<file path="src/rtl/pixie_video_back_end.sv">
// pixie_video_back_end
//   Read side of the Pixie frame buffer. Keeps its own raster counters, fetches
//   one byte per 8 active pixels from the 128x8-byte buffer, and shifts each
//   byte out MSB first as 1-bit video. Also generates the sync and blank signals.
//
// Ports
//   clk, reset       system clock, async active-high reset
//   clk_enable       pixel enable (never high on two consecutive clocks)
//   disp_enable      display on/off, sampled only at frame start
//   rd_data          frame buffer data, valid 1 clk after rd_en
//   rd_addr, rd_en   frame buffer read port (rd_en is a one-clk strobe)
//   video            pixel out, 1 = lit
//   hsync, vsync     active-high syncs
//   hblank, vblank   high outside the active columns / lines
module pixie_video_back_end #(
  parameter int H_TOTAL        = 112,
  parameter int H_ACTIVE_START = 8,
  parameter int HSYNC_START    = 88,
  parameter int HSYNC_LEN      = 8,
  parameter int V_TOTAL        = 262,
  parameter int V_ACTIVE_START = 80,
  parameter int VSYNC_START    = 230,
  parameter int VSYNC_LEN      = 4
) (
  input  logic       clk,
  input  logic       reset,
  input  logic       clk_enable,
  input  logic       disp_enable,
  input  logic [7:0] rd_data,
  output logic [9:0] rd_addr,
  output logic       rd_en,
  output logic       video,
  output logic       hsync,
  output logic       vsync,
  output logic       hblank,
  output logic       vblank
);

  localparam int HW        = $clog2(H_TOTAL);
  localparam int VW        = $clog2(V_TOTAL);
  localparam int ACT_PIX   = 64;
  localparam int ACT_LINES = 128;

  logic [HW-1:0] h_count;
  logic [VW-1:0] v_count;
  logic          frame_en;
  logic          primed;      // first frame start after reset has passed
  logic          fetch_pend;  // read issued last clk, data arrives now
  logic [7:0]    fetch_buf;
  logic [7:0]    shifter;
  logic [7:0]    shifter_nxt;
  logic [9:0]    addr_q;

  // One extra bit on the positions so window ends never overflow the compare.
  logic [HW:0]   hx, h_rel, h_frel;
  logic [VW:0]   vx, v_rel;
  logic          line_act, col_act, load, fetch_col, fetch;
  logic          h_wrap, v_wrap, hsync_nxt, vsync_nxt;
  logic [6:0]    row;

  assign hx     = {1'b0, h_count};
  assign vx     = {1'b0, v_count};
  assign h_rel  = hx - (HW+1)'(H_ACTIVE_START);
  assign h_frel = hx - (HW+1)'(H_ACTIVE_START - 1);
  assign v_rel  = vx - (VW+1)'(V_ACTIVE_START);
  assign row    = v_rel[6:0];

  assign line_act  = (vx >= (VW+1)'(V_ACTIVE_START)) && (v_rel < (VW+1)'(ACT_LINES));
  assign col_act   = (hx >= (HW+1)'(H_ACTIVE_START)) && (h_rel < (HW+1)'(ACT_PIX));
  assign load      = col_act && (h_rel[2:0] == 3'd0);
  // Fetch one enable ahead of each byte boundary so the byte is in fetch_buf
  // by the time the shifter loads it.
  assign fetch_col = (hx >= (HW+1)'(H_ACTIVE_START - 1)) && (h_frel < (HW+1)'(ACT_PIX))
                     && (h_frel[2:0] == 3'd0);
  assign fetch     = clk_enable && frame_en && line_act && fetch_col;

  assign hsync_nxt = (hx >= (HW+1)'(HSYNC_START)) && (hx < (HW+1)'(HSYNC_START + HSYNC_LEN));
  assign vsync_nxt = (vx >= (VW+1)'(VSYNC_START)) && (vx < (VW+1)'(VSYNC_START + VSYNC_LEN));

  assign h_wrap = (h_count == HW'(H_TOTAL - 1));
  assign v_wrap = (v_count == VW'(V_TOTAL - 1));

  // Address is presented during the strobe clk; otherwise the last one holds.
  assign rd_en   = fetch;
  assign rd_addr = fetch ? {row, h_frel[5:3]} : addr_q;

  // At a byte boundary the new byte's MSB goes straight to video.
  assign shifter_nxt = load ? fetch_buf : {shifter[6:0], 1'b0};

  always_ff @(posedge clk or posedge reset) begin
    if (reset) begin
      h_count    <= '0;
      v_count    <= '0;
      frame_en   <= 1'b0;
      primed     <= 1'b0;
      fetch_pend <= 1'b0;
      fetch_buf  <= '0;
      shifter    <= '0;
      addr_q     <= '0;
      video      <= 1'b0;
      hsync      <= 1'b0;
      vsync      <= 1'b0;
      hblank     <= 1'b0;
      vblank     <= 1'b0;
    end else begin
      fetch_pend <= fetch;
      if (fetch_pend) fetch_buf <= rd_data;
      if (fetch)      addr_q    <= rd_addr;
      if (clk_enable) begin
        h_count <= h_wrap ? '0 : h_count + 1'b1;
        if (h_wrap) v_count <= v_wrap ? '0 : v_count + 1'b1;
        // The frame that starts right out of reset stays blank.
        if (h_count == '0 && v_count == '0) begin
          primed <= 1'b1;
          if (primed) frame_en <= disp_enable;
        end
        shifter <= shifter_nxt;
        hblank  <= !col_act;
        vblank  <= !line_act;
        hsync   <= hsync_nxt;
        vsync   <= vsync_nxt;
        video   <= line_act && col_act && frame_en && shifter_nxt[7];
      end
    end
  end

endmodule

</file>
<file path="config.mk">
export PLATFORM = sky130hd
export DESIGN_NAME = pixie_video_back_end
export DESIGN_NICKNAME = d
export VERILOG_FILES = /design/src/rtl/pixie_video_back_end.sv
export SDC_FILE = /design/constraint.sdc
export NUM_CORES = 1
export LEC_CHECK = 0
export CORE_ASPECT_RATIO = 1.2
export CORE_MARGIN = 3
export CORE_UTILIZATION = 51
export DETAILED_ROUTE_END_ITERATION = 6
export GPL_ROUTABILITY_DRIVEN = 0
export PLACE_DENSITY = 0.81
export SYNTH_ARGS = -nofsm -noshare
export SYNTH_HDL_FRONTEND = slang
export SYNTH_SLANG_ARGS = --single-unit
</file>
<file path="constraint.sdc">
create_clock -name clk -period 2.3 [get_ports clk]
set_input_delay 0.345 -clock clk [delete_from_list [all_inputs] [get_ports clk]]
set_output_delay 0.345 -clock clk [all_outputs]
set_load 0.01 [all_outputs]
</file>
==> qor.yml <==
synthCells: 238
cts_hold_buf: 0
r2r-end: "addr_q[3]"
min_period_over_period: 1.19
seq_area_sq_um: 1230
cap_viol_max_count: 0
grt_max_degree: 32
clkTransAtPathRegs_ns: 0.10
clk_latency_ns: 0.31
rsz0062_at_grt: "yes"
synth_mux_area_frac: 0.177
diodes: 0
grt_pass1_vias: 2047
die_h_um: 84.9
cp-end-kind: "output port"
synthAdderAreaFrac: 0.0425
start_util: 0.532
layout_commonest_cell: "dfrtp_1"
status: "complete, but fails checks"
place_hpwl_um: 3730
power_density_nw_per_um2: 654
period_minus_slack_ns: 2.75
drt-total-wl_um: 5710
antenna_found_initial: 0
area_growth_syn_to_layout_pct: 30.8
static-leakage-power_nw: 1.62
place.port_buffers: 27
num-nets-final: 324
drc: 0
io_pins: 28
crit_fanout: 8
gr-total-overflow: 0
min-delay-path-class: "in2async"
synthSimpleGateAreaFrac: 0.139
drive_gt1_frac: 0.352
ctsLongestPathBuffers: 2
drv_slew: 0
core_area_sq_um: 4970
cp-startpoint: "h_count[0]"
utilization: 0.696
drt_iter0_drc: 114
ys_seq_elements: 49
critPathArrivalTime_ns: 2.40
setup_viol: 11
hold_slack_ns: 0.357
synth_cell_types: 45
ctsHtreeMaxLevel: 2
dieArea_sq_um: 6100
violations: "setup timing"
tns_ns: -4.46
ir_drop_v: 0.000675
track_usage: 0.199
synthXorXnorAreaFrac: 0.0293
syn_nets: 259
antenna_left: 0
via_count: 2017
hold_violations: 0
required_ns: 1.96
startpoint_type: "flop"
final_cell_mix: "dfrtp_1, buf_4, mux2_4, clkdlybuf4s50_1, o21ai_0"
grt_pass1_wl_um: 9610
clock.fmax_ghz: 0.364
syn_area_per_cell_sq_um: 11.1
die_w_um: 71.8
syn_area_sq_um: 2650
clock_skew_ns: 0.0108
yosysWarnings: 0
worst_pin_slew_ns: 0.448
ys_seq_area_frac: 0.463
crit_end: "rd_addr[4]"
cts_sinks: 49
cts_tree: "done"
pre_cts_ws_ns: -0.404
rrSetupSlack_ns: 0.04
crit_type: "reg2out"
relSlewSlack: 0.698
clockRootBuffer: "clkbuf_8"
setup_ws_ns: -0.446
r2r-start: "h_count[0]"
synth_top_family_by_area: "multiplexers"
fp-row-count: 28
fillers: 345
rr_worst_depth: 10
firstDrtPassIters: 5
viasPerCell: 5.54
wl_per_cell_um: 15.7
numCtsBuffers: 5
multi_input_area_sq_um: 1310
synth_compound_area_frac: 0.0950
## worst min path at each step
stage / start / endpoint / depth (start not counted)
floorplan: primed / primed / 1
global placement: primed / primed / 1
detailed placement: primed / primed / 1
CTS: reset / fetch_pend / 2
global route: reset / fetch_buf[0] / 2
finish: reset / fetch_pend / 2
## area by class of cell
cell class	count	area share
Clock buffer	5	0.0199
Clock inverter	3	0.0134
Inverter	14	0.0152
Multi-Input combinational cell	160	0.378
Sequential cell	49	0.354
Tap cell	60	0.0217
Timing Repair Buffer	73	0.197
## stage by stage
step	instance area, sq um	cells	total power [W]
3_5_place_dp	3200	347	0.00164
6_report	3460	364	0.00227
5_1_grt	3460	364	0.00239
2_1_floorplan	2650	238	0.00140
3_3_place_gp	3200	347	0.00162
4_1_cts	3450	363	0.00226
## cell families (layout without fill, tap and decap cells)
logic type | Yosys count | in the layout
buffers and inverters | 29 | 95
and+or+nand+nor | 67 | 67
DFF | 49 | 49
adders and majority gates | 9 | 9
muxes | 37 | 37
xor gates and xnor gates | 8 | 8
AOI/OAI and AO/OA | 39 | 39
## per-layer routing
metal,up-vias,GRT usage,share of wire
li1,961,-,-
met1,995,0.262,0.43
met2,57,0.336,0.52
met3,4,0.0403,0.041
met4,0,0.0444,0.0075
met5,-,0,0
## synth_stat cells (all sizes together)
cell     instances  area (sq um)
o31ai            2          15.0
mux2i           10           100
o22ai            1          6.26
o32ai            2          17.5
or3              1          6.26
xor2             4          42.6
a31o             1          8.76
nand2           13          48.8
a211oi           2          27.5
o2bb2ai          1          8.76
nand3           10          50.1
nand4            7          43.8
o21ai           17          85.1
a22o             2          17.5
buf             10          72.6
and2             2          15.0
nand2b           4          25.0
mux2            27           368
and3             5          31.3
and4b            1          10.0
nor3             5          40.0
nand4b           1          8.76
nor4             1          6.26
a21oi            7          35.0
clkbuf           5          18.8
dfrtp           49          1230
ha               9           113
nor2            15          58.8
nor4b            1          15.0
inv             14          52.6
xnor2            4          35.0
a21o             3          22.5
and4             1          8.76
o211ai           1          7.51
## critical path, cell delays in order, from the launching register on
cell	delay, ns
dfrtp_1	0.40
ha_1	0.22
and2_4	0.18
mux2i_1	0.15
o21ai_1	0.12
a211oi_4	0.30
buf_12	0.15
buf_12	0.13
mux2_4	0.31
buf_6	0.12
## registers in the layout, summed over array words and instances (netlist names)
| name | count |
|---|---|
| addr_q | 10 |
| fetch_buf | 8 |
| fetch_pend | 1 |
| frame_en | 1 |
| h_count | 7 |
| hblank | 1 |
| hsync | 1 |
| primed | 1 |
| shifter | 7 |
| v_count | 9 |
| vblank | 1 |
| video | 1 |
| vsync | 1 |
## timing repair
item	4_1_cts	5_1_grt
setup endpoints to repair	11	20
pin swaps	3	4
buffers inserted	8	6
gates resized for setup	67	7
## power by group
part / internal, W / leakage [nW] / switching, W
Sequential: 0.000939 / 0.635 / 0.0000655
Combinational: 0.000308 / 0.933 / 0.000321
Clock: 0.000326 / 0.0543 / 0.000306
Total: 0.00157 / 1.62 / 0.000692
Power figures use the tool's default switching activity.
